[src/rtl/ram_arbiter_2p.sv]
// Two-port arbiter in front of a single-port synchronous RAM.
// Port 0 is instruction fetch and port 1 is data load/store. At most one
// request is granted per cycle. The RAM control inputs are driven
// combinationally from the winner, so the RAM samples that request on the
// same clock edge.
// Ports:
//   clk, rst               clock and synchronous active-high reset
//   reqN/weN/addrN/wdataN  per-port request, write enable, address, write data
//   lockN                  ask to keep the grant on the following cycle
//   gntN                   combinational grant; the request is consumed on this edge
//   rvalidN, rdata         read return, one cycle after the read grant
//   ram_*                  RAM control, address and data
module ram_arbiter_2p #(
  parameter int unsigned AW        = 6,
  parameter int unsigned DW        = 16,
  parameter int unsigned PRIO_MODE = 0,
  parameter int unsigned MAX_LOCK  = 4
) (
  input  logic          clk,
  input  logic          rst,
  input  logic          req0,
  input  logic          req1,
  input  logic          we0,
  input  logic          we1,
  input  logic [AW-1:0] addr0,
  input  logic [AW-1:0] addr1,
  input  logic [DW-1:0] wdata0,
  input  logic [DW-1:0] wdata1,
  input  logic          lock0,
  input  logic          lock1,
  output logic          gnt0,
  output logic          gnt1,
  output logic          rvalid0,
  output logic          rvalid1,
  output logic [DW-1:0] rdata,
  output logic [AW-1:0] ram_add,
  output logic [DW-1:0] ram_data_in,
  output logic          ram_r_w,
  output logic          ram_enable,
  output logic          ram_ce,
  input  logic [DW-1:0] ram_data_out
);

  localparam int unsigned CW = 4;

  typedef enum logic [1:0] {OWN_NONE, OWN_P0, OWN_P1} owner_t;

  owner_t        owner_q, owner_d;
  logic [CW-1:0] cnt_q, cnt_d;
  logic          last_q, last_d;    // 1 = port 1 granted most recently
  logic          rvalid0_q, rvalid1_q;
  logic          g0, g1;
  logic          hold0, hold1, at_max, forced;

  // Lock owner, lock count, round-robin pointer and read-return flags
  always_ff @(posedge clk) begin
    if (rst) begin
      owner_q   <= OWN_NONE;
      cnt_q     <= '0;
      last_q    <= 1'b1;
      rvalid0_q <= 1'b0;
      rvalid1_q <= 1'b0;
    end else begin
      owner_q   <= owner_d;
      cnt_q     <= cnt_d;
      last_q    <= last_d;
      rvalid0_q <= g0 & ~we0;
      rvalid1_q <= g1 & ~we1;
    end
  end

  // Arbitration and next lock state
  always_comb begin
    owner_d = owner_q;
    cnt_d   = cnt_q;
    last_d  = last_q;
    g0      = 1'b0;
    g1      = 1'b0;
    forced  = 1'b0;
    hold0   = (owner_q == OWN_P0) && req0 && lock0;
    hold1   = (owner_q == OWN_P1) && req1 && lock1;
    at_max  = (cnt_q >= CW'(MAX_LOCK));

    if (rst) begin
      g0 = 1'b0;
      g1 = 1'b0;
    end else if (hold0) begin
      // Once the lock budget is used up, the waiting port gets one grant
      if (at_max && req1) begin
        g1     = 1'b1;
        forced = 1'b1;
      end else begin
        g0 = 1'b1;
      end
    end else if (hold1) begin
      if (at_max && req0) begin
        g0     = 1'b1;
        forced = 1'b1;
      end else begin
        g1 = 1'b1;
      end
    end else if (req0 && req1) begin
      if ((PRIO_MODE == 1) || last_q) g0 = 1'b1;
      else                            g1 = 1'b1;
    end else begin
      g0 = req0;
      g1 = req1;
    end

    // The lock count advances only on grants taken while the other port waits
    if (forced) begin
      owner_d = OWN_NONE;
      cnt_d   = '0;
    end else if (g0 && lock0) begin
      owner_d = OWN_P0;
      cnt_d   = ((owner_q == OWN_P0) ? cnt_q : CW'(0)) + (req1 ? CW'(1) : CW'(0));
    end else if (g1 && lock1) begin
      owner_d = OWN_P1;
      cnt_d   = ((owner_q == OWN_P1) ? cnt_q : CW'(0)) + (req0 ? CW'(1) : CW'(0));
    end else begin
      owner_d = OWN_NONE;
      cnt_d   = '0;
    end

    if (g0) last_d = 1'b0;
    if (g1) last_d = 1'b1;
  end

  assign gnt0        = g0;
  assign gnt1        = g1;
  assign ram_enable  = g0 | g1;
  assign ram_ce      = ~rst;
  assign ram_add     = g1 ? addr1  : addr0;
  assign ram_data_in = g1 ? wdata1 : wdata0;
  assign ram_r_w     = g1 ? we1    : we0;

  // A read return already in flight is hidden while reset is high
  assign rvalid0 = rvalid0_q & ~rst;
  assign rvalid1 = rvalid1_q & ~rst;
  assign rdata   = ram_data_out;

endmodule

[config.mk]
export PLATFORM = sky130hd
export DESIGN_NAME = ram_arbiter_2p
export DESIGN_NICKNAME = d
export VERILOG_FILES = /design/src/rtl/ram_arbiter_2p.sv
export SDC_FILE = /design/constraint.sdc
export NUM_CORES = 1
export LEC_CHECK = 0
export CAP_MARGIN = 25
export CORE_UTILIZATION = 29
export CTS_CLUSTER_DIAMETER = 120
export DETAILED_ROUTE_END_ITERATION = 8
export PLACE_DENSITY_LB_ADDON = 0.05
export SLEW_MARGIN = 25
export SYNTH_ARGS = -nofsm -noshare
export SYNTH_HDL_FRONTEND = slang
export SYNTH_SLANG_ARGS = --single-unit
[constraint.sdc]
create_clock -name clk -period 2.7 [get_ports clk]
set_clock_uncertainty 0.1 [all_clocks]
set_input_delay 0.54 -clock clk [delete_from_list [all_inputs] [get_ports clk]]
set_output_delay 0.54 -clock clk [all_outputs]
set_load 0.05 [all_outputs]
==> results of run 1 <==
-- logic make-up after synthesis --
logic type | synth area share, %
xor gates and xnor gates | 2.45
buffers and inverters | 17.2
and+or+nand+nor | 13.2
adders and majority gates | 4.67
muxes | 30.8
DFF | 16.8
AOI/OAI and AO/OA | 14.9
-- power by group --
part	internal [µW]	switching, µW	leakage [µW]
clock network	102	67.3	0.0000255
registers	138	2.46	0.0000748
logic	268	214	0.000993
-- path summary, 6_finish.rpt --
kind,startpoint,to,slack [ns],depth (start not counted)
worst min-delay path,last_q,last_q,0.56,3
worst min register to register,last_q,last_q,0.56,3
worst max-delay path,rst,ram_r_w,0.03,8
worst max register to register,owner_q[0],cnt_q[2],0.81,8
-- per-stage QoR --
step	cells	total power, µW	hold slack (ns)
finish	240	792	0.555
floorplan	107	425	0.464
CTS	239	799	0.557
global route	240	826	0.599
global placement	229	581	0.536
detailed placement	229	587	0.554
-- registers in the layout, indices dropped and copies added (netlist names) --
name       flops
cnt_q          4
owner_q        2
last_q         1
rvalid0_q      1
rvalid1_q      1
-- Yosys cell counts --
cell,instances,area share [%]
o311a_1,1,0.93
nand2_1,4,1.4
and3b_1,1,0.82
nand3_1,4,1.9
mux2_2,4,4.2
dfxtp_1,9,17
a21oi_1,3,1.4
buf_4,16,11
o22ai_1,2,1.2
o31ai_1,1,0.70
a21oi_2,1,0.82
o21a_1,3,2.1
ha_1,4,4.7
o21ai_2,1,0.82
a211oi_1,1,0.70
and4b_1,1,0.93
a22o_1,3,2.5
and2_1,4,2.3
o21ai_4,1,1.5
and3_2,1,0.70
o21ai_0,1,0.47
nor2b_1,4,2.3
clkbuf_2,1,0.47
inv_1,4,1.4
nand4_1,1,0.58
nand4b_1,1,0.82
inv_2,1,0.35
mux2_4,19,27
o221a_4,1,1.9
buf_12,2,3.7
nor2_1,4,1.4
xnor2_1,3,2.5
-- layout make-up --
cell class	count	area share, %
inverters	5	0.926
well taps	46	2.51
clock inverters	1	0.218
repair buffers	102	55.0
multi-input cells	74	31.5
flip-flops and latches	9	8.01
clock buffers	3	1.80
-- what timing repair did --
item | CTS | global route
gates cloned | 2 | 0
hold buffers | 0 | 0
pin swaps | 5 | 4
setup endpoints to repair | 26 | 26
resized for setup | 35 | 3
buffers inserted | 4 | 1
endpoints found under the hold margin | 0 | 0
-- routing by layer --
layer	part of all wire, %	GRT usage, %	up-vias
met5	0	0	-
met4	1.8	8.72	0
met3	7.3	3.83	12
met2	52	35.6	50
met1	39	20.7	515
li1	-	-	544
-- worst max-delay path, stage by stage --
cell and delay (ns):
clkdlybuf4s50_1 0.45, a21oi_2 0.16, o21ai_4 0.09, buf_12 0.14, buf_12 0.14, inv_4 0.05
mux2_4 0.30, buf_8 0.15
==> impl_metrics.json, run 1 <==
{
  "post_synth.cell_area_avg_um2": 10.0,
  "worstHoldPathType": "reg2reg",
  "place_congestion": 0.838,
  "utilization_pct": 66.7,
  "io_pins": 113,
  "dpl-instance-area_um2": 2080,
  "detail_route.wirelength_um": 3750,
  "ant_nets": 0,
  "clock-root-buffer": "clkbuf_8",
  "first_pass_grt_wire_length_um": 5920,
  "syn_to_final_growth_pct": 114,
  "most_frequent_standard_cell_in_the_layout_excluding_fill_and_tap_cells": "clkdlybuf4s50_1",
  "vdd_ir_drop_max_mv": 0.344,
  "rsz0062_at_grt": "yes",
  "drc_errors": 0,
  "post-route-period-util_pct": 98.8,
  "design.core.area_um2": 3440,
  "detailed_place_hpwl_um": 2940,
  "grt_antenna_before_repair": 0,
  "tritoncts_clock_tree": "built",
  "antenna_cells_inserted": 0,
  "grt_util_all_layers_pct": 19.2,
  "port_buffers": 80,
  "cp_max_fo": 8,
  "timing.final.crit_period_ns": 2.67,
  "synthesis.area_um2": 1070,
  "worst_slew_margin_rel_pct": 60.8,
  "globalRoute.totalOverflow": 0,
  "grt_pass1_vias": 1170,
  "die_width_um": 62.8,
  "max_cap_violations": 0,
  "initial_core_util_pct": 31.2,
  "final_cell_area_um2": 2300,
  "cts-buffers-inserted": 3,
  "num_rows": 21,
  "worstSetupPathType": "in2out",
  "seq_area_frac_synth_pct": 16.8,
  "mappedNetlistNets": 179,
  "worstPathRequired_ns": 2.06,
  "synth.distinct_cells": 32,
  "final_hold_viol_count": 0,
  "p_leak_uw": 0.00109,
  "nFillCells": 273,
  "tns_ns": 0,
  "dp_slack_ns": -0.370,
  "setup_violations": 0,
  "final_max_slew_viol_count": 0,
  "htreeDepth": 1,
  "clock_sink_count": 9,
  "drt_pass1_iterations": 4,
  "critPathLaunchType": "primary input",
  "seq_area_um2": 184,
  "cts.reportedPaths.clkPinSlew_ns": 0.05,
  "synth_cells": 107,
  "power_per_cell_area_nw_per_um2": 345,
  "drive_gt1_share_pct": 47.4,
  "die_height_um": 62.8,
  "maximum_number_of_pins_on_one_net_before_global_route_repair": 9,
  "worst_setup_path_end_kind": "primary output",
  "max_buffers_root_to_sink": 2,
  "setup_slack_ns": 0.0315,
  "cp.arrival_ns": 2.03,
  "detail_route.iter0.violations": 25,
  "synthesis.yosys.warnings": 0,
  "multi_input_gate_area_in_the_final_layout_um2": 724,
  "detailroute.via_count": 1121,
  "worst_slew_pin_slew_ns": 0.583,
  "most-common-layout-cells": "clkdlybuf4s50_1 (47), mux2_4 (23), buf_12 (23), buf_4 (20)",
  "detail_route.wl_per_cell_um": 15.6,
  "synth_seq_cells": 9,
  "run_status": "completed",
  "dieArea_um2": 3940,
  "max_freq_ghz": 0.375,
  "insertion_delay_ns": 0.25,
  "route.detailed.vias_per_inst": 4.67,
  "fin_nets": 267
}
No activity file was read; power rests on OpenSTA's default activity.
==> run 2: changes to the inputs <==
--- a/config.mk
+++ b/config.mk
@@ -9,6 +9,7 @@
 export CORE_UTILIZATION = 29
 export CTS_CLUSTER_DIAMETER = 120
 export DETAILED_ROUTE_END_ITERATION = 8
+export GPL_TIMING_DRIVEN = 0
 export PLACE_DENSITY_LB_ADDON = 0.05
 export SLEW_MARGIN = 25
 export SYNTH_ARGS = -nofsm -noshare
==> impl_metrics.json, run 2 (synthesis gave the netlist of run 1 again) <==
{
  "hold_path_startpoint": "lock1",
  "grt_antenna_before_repair": 0,
  "max_flop_register": "cnt_q",
  "grt_util_all_layers_pct": 18.4,
  "post-place-cells": 249,
  "dr_wl_met2_um": 1830,
  "detail_route.wl_per_cell_um": 13.5,
  "antenna_cells_inserted": 0,
  "most_frequent_standard_cell_in_the_layout_excluding_fill_and_tap_cells": "clkdlybuf4s50_1",
  "detail_route.iter0.violations": 25,
  "worstHoldEndpoint": "cnt_q[3]",
  "cp.arrival_ns": 1.99,
  "largest_reg_flops": 4,
  "final_hold_viol_count": 0,
  "detailed_place_hpwl_um": 2790,
  "detailroute.via_count": 1232,
  "tritoncts_clock_tree": "built",
  "met1_length_um": 1400,
  "io_pins": 113,
  "rr_worst_depth": 8,
  "first_pass_grt_wire_length_um": 5820,
  "largest_regs": "cnt_q (4), owner_q (2)",
  "worstHoldPathType": "in2reg",
  "clock-root-buffer": "clkbuf_8",
  "cts-buffers-inserted": 3,
  "dieArea_um2": 3940,
  "worstSetupPathType": "in2out",
  "max_cap_violations": 0,
  "detail_route.wirelength_um": 3570,
  "num_rows": 21,
  "p_leak_uw": 0.00111,
  "htreeDepth": 1,
  "drc_errors": 0,
  "drive_gt1_share_pct": 44.5,
  "route.detailed.vias_per_inst": 4.67,
  "maximum_number_of_pins_on_one_net_before_global_route_repair": 8,
  "final_max_slew_viol_count": 0,
  "power_per_cell_area_nw_per_um2": 342,
  "drt_pass1_iterations": 4,
  "insertion_delay_ns": 0.24,
  "dr_wl_met3_um": 312,
  "syn_to_final_growth_pct": 119,
  "run_status": "completed",
  "finalHoldWorstSlack_ns": 0.513,
  "r2r-end": "cnt_q[2]",
  "finalPower_uw": 802,
  "cts.reportedPaths.clkPinSlew_ns": 0.05,
  "rsz0062_at_grt": "no",
  "worst_slew_pin_slew_ns": 0.507,
  "setup_violations": 0,
  "timing.final.crit_period_ns": 2.63,
  "place_congestion": 0.775,
  "initial_core_util_pct": 31.2,
  "critPathLaunchType": "primary input",
  "grt_pass1_vias": 1221,
  "worst_setup_path_end_kind": "primary output",
  "critical_path.reg2reg.startpoint": "owner_q[0]",
  "cp_max_fo": 5,
  "max_freq_ghz": 0.381,
  "ff2ff_setup_slack_ns": 0.79,
  "die_width_um": 62.8,
  "fin_nets": 291,
  "hold_depth": 3,
  "most-common-layout-cells": "clkdlybuf4s50_1 (65), buf_4 (26), mux2_4 (23), buf_6 (18), buf_8 (8)",
  "vdd_ir_drop_max_mv": 0.233,
  "max_buffers_root_to_sink": 2,
  "globalRoute.totalOverflow": 0,
  "worst_slew_margin_rel_pct": 66.1,
  "ant_nets": 0,
  "tns_ns": 0,
  "die_height_um": 62.8,
  "clock_sink_count": 9,
  "post-route-period-util_pct": 97.3,
  "dpl-instance-area_um2": 2090,
  "design.core.area_um2": 3440,
  "port_buffers": 96,
  "worstPathRequired_ns": 2.06,
  "top_layer": "met4",
  "post_cts_hold_buffer_count": 0,
  "layout.cells.non_filler": 264,
  "final_cell_area_um2": 2340
}
==> run 2: worst max path at each step <==
stage,slack [ns],endpoint,cells after the start,startpoint
after floorplan,0.20,ram_r_w,5,req0
after global placement,-1.08,ram_data_in[0],7,req1
after detailed placement,-1.12,ram_data_in[0],7,req0
after CTS,-0.01,ram_data_in[7],8,owner_q[0]
after global routing,0.008,ram_add[4],7,owner_q[0]
final,0.07,ram_add[4],8,lock0
==> run 2: cell type report <==
cell class | count | area [µm²]
Fill cell | 272 | 1100
Timing Repair Buffer | 109 | 1170
Tap cell | 46 | 57.6
Clock buffer | 4 | 45.0
Multi-Input combinational cell | 74 | 729
Buffer | 17 | 140
Inverter | 5 | 18.8
Sequential cell | 9 | 185
==> run 2: stage by stage <==
step | util, % | setup slack, ns
floorplan | - | 0.200
global placement | 60.7 | -1.08
detailed placement | 60.7 | -1.12
CTS | 69.0 | -0.0101
global route | 68.1 | 0.00788
finish | 68.1 | 0.0722
==> run 2: repair_timing <==
action	in CTS	in global routing
resized for setup	209	2
gates cloned	2	0
setup endpoints to repair	26	25
pin swaps	5	3
setup buffers	12	0
==> run 2: report_power, final <==
part	leakage (µW)	total, µW	internal (µW)	switching (µW)
registers	0.0000753	141	139	2.48
logic	0.00101	501	248	253
clock network	0.0000228	160	103	57.1
==> run 2: layer usage <==
layer,vias to the layer above,global-route usage (%)
li1,595,-
met1,562,19.3
met2,72,35.3
met3,3,5.47
met4,0,4.36
met5,-,0
==> run 2: critical path, stage by stage <==
cell	delay, ns
buf_2	0.13
and4b_2	0.26
buf_4	0.15
o21ai_4	0.17
buf_12	0.14
buf_12	0.12
mux2_4	0.29
buf_4	0.19
==> RTL change (flow settings as in run 2) <==
`AW`: 6 -> 7.
--- a/src/rtl/ram_arbiter_2p.sv
+++ b/src/rtl/ram_arbiter_2p.sv
@@ -13,3 +13,3 @@
 module ram_arbiter_2p #(
-  parameter int unsigned AW        = 6,
+  parameter int unsigned AW        = 7,
   parameter int unsigned DW        = 16,
Interface: changed (resized addr0, addr1 and ram_add); port bits go from 113 to 116. No check against the original RTL was run, so the function may have changed too.
==> RTL change against run 2 <==
- non-clock buffer count down 3
- routed wire length down 0.14%
- sequential cell count unchanged
- count of clock-buffer cells in the layout unchanged
- worst hold slack worse by 0.018 ns
- total power up 1.1%
- worst setup slack worse by 0.027 ns
- sequential share of layout area down 0.088 points
- final area up 1.1%
- register-to-register slack better by 0.12 ns
- critical path type unchanged
- area after synthesis up 1.8%
- synthesized cell count up 0.93%
==> RTL change: results (changes against run 2) <==
| Metric | Value |
|---|---|
| Post-synth top cells | mux2_4, buf_4, dfxtp_1 (unchanged) |
| Clock Tree Buf Depth | 2 (unchanged) |
| Register area share after synthesis | 16.5% (was 16.8%) |
| Post-synthesis mux area share | 31.3% (was 30.8%) |
| Worst vdd ir | 0.000315 V (was 0.000233 V) |
| DRT iter0 DRCs | 13 (was 25) |
| Slowest CP cell | o221a_4 (was mux2_4) |
| Placed Area | 2140 µm² (was 2090 µm²) |
| Number of library cell types mapped by synthesis | 32 (unchanged) |
| PD cells | 342 nW/µm² (about the same) |
| Synth async-reset ratio | 0% (unchanged) |
| Clock power share | 19.3% (was 20.0%) |
| Detailed placement HPWL | 2.81 mm (was 2.79 mm) |
| Met3 Resource Use GR | 5.80% (was 5.47%) |
| Met2 Resource Use GR | 31.3% (was 35.3%) |
| Worst EP arrival | 2.01 ns (was 1.99 ns) |
| RePlAce Congestion | 0.761 (was 0.775) |
| Status | finished, final reports clean (unchanged) |
| Xor and xnor fraction of the mapped netlist area | 2.41% (was 2.45%) |
| Worst slew margin relative to its limit | 66.0% (was 66.1%) |
| Layout cell share with drive strength beyond 1 | 43.1% (was 44.5%) |
| Hold WS | 0.495 ns (was 0.513 ns) |
| Met2 wire len | 1.80 mm (was 1.83 mm) |
| Critical path fanouts, max | 6 (was 5) |
| NetSw | 317 µW (was 312 µW) |
| Vias per cell | 4.69 (was 4.67) |
| Post-synthesis adder-cell area fraction | 4.59% (was 4.67%) |
| GRT Util Overall | 17.7% (was 18.4%) |
| Largest net degree at the start of global routing | 11 (was 8) |
| Leakage power | 0.00111 µW (about the same) |
| Postcts setup bufs | 5 (was 12) |
| Crit path max-delay family | compound AO/OA/AOI/OAI gates (was buffers and inverters) |
| Met1 Track Usage GR | 20.7% (was 19.3%) |
| Reg2Reg Setup Slack | 0.91 ns (was 0.79 ns) |
| Complex-gate fraction of the synthesized area | 15.4% (was 14.9%) |
| Highest Signal Layer | met4 (unchanged) |
| Pre-CTS setup slack | -1.14 ns (was -1.12 ns) |
| Yosys top cell area share | 26.1% (was 26.6%) |
| Top_reg_cell synth | dfxtp_1 (unchanged) |
| Vias in the first global route | 1,218 (was 1,221) |
| Setup WS post-layout | 0.0457 ns (was 0.0722 ns) |
| Port Buf Inserts | 99 (was 96) |
| Dpl cells | 253 (was 249) |
| First-pass GRT wire length | 5.65 mm (was 5.82 mm) |
| Num CTS Buffers | 3 (unchanged) |
| WL final | 3.57 mm (about the same) |
| Synth Instances | 108 (was 107) |
| Post-CTS sizing | 205 (was 209) |
| Routed wl met3 | 337 µm (was 312 µm) |
| DRT met1 WL | 1.42 mm (was 1.40 mm) |
| Top post-synthesis cells by area | mux2_4, dfxtp_1, buf_4, mux2_2, ha_1 (was mux2_4, dfxtp_1, buf_4, ha_1, mux2_2) |
RTL change: cell types whose count changed after synthesis, sizes merged:
cell,change
mux2,+1
RTL change: final cells by class:
type / instances / area (µm²)
Multi-Input combinational cell: 75 / 759
Fill cell: 279 / 1100
Inverter: 5 / 21.3
Tap cell: 46 / 57.6
Timing Repair Buffer: 105 / 1140
Buffer: 18 / 160
Clock buffer: 4 / 45.0
Sequential cell: 9 / 185
RTL change: kinds of logic (layout without fill, tap and decap cells):
family          count (synthesis)  after routing
compound gates                 19             19
xor+xnor                        3              3
fa+ha+maj                       4              4
buf+inv                        24            132
flops                           9              9
mux                            24             24
simple gates                   25             25
RTL change: path summary, 6_finish.rpt:
check	from	end	depth (start not counted)
worst max register to register	owner_q[0]$_SDFF_PP0_	cnt_q[2]$_SDFF_PP0_	7
worst min-delay path	lock1	cnt_q[3]$_SDFF_PP0_	3
worst max-delay path	req1	ram_r_w	9
worst min register to register	owner_q[0]$_SDFF_PP0_	cnt_q[3]$_SDFF_PP0_	3
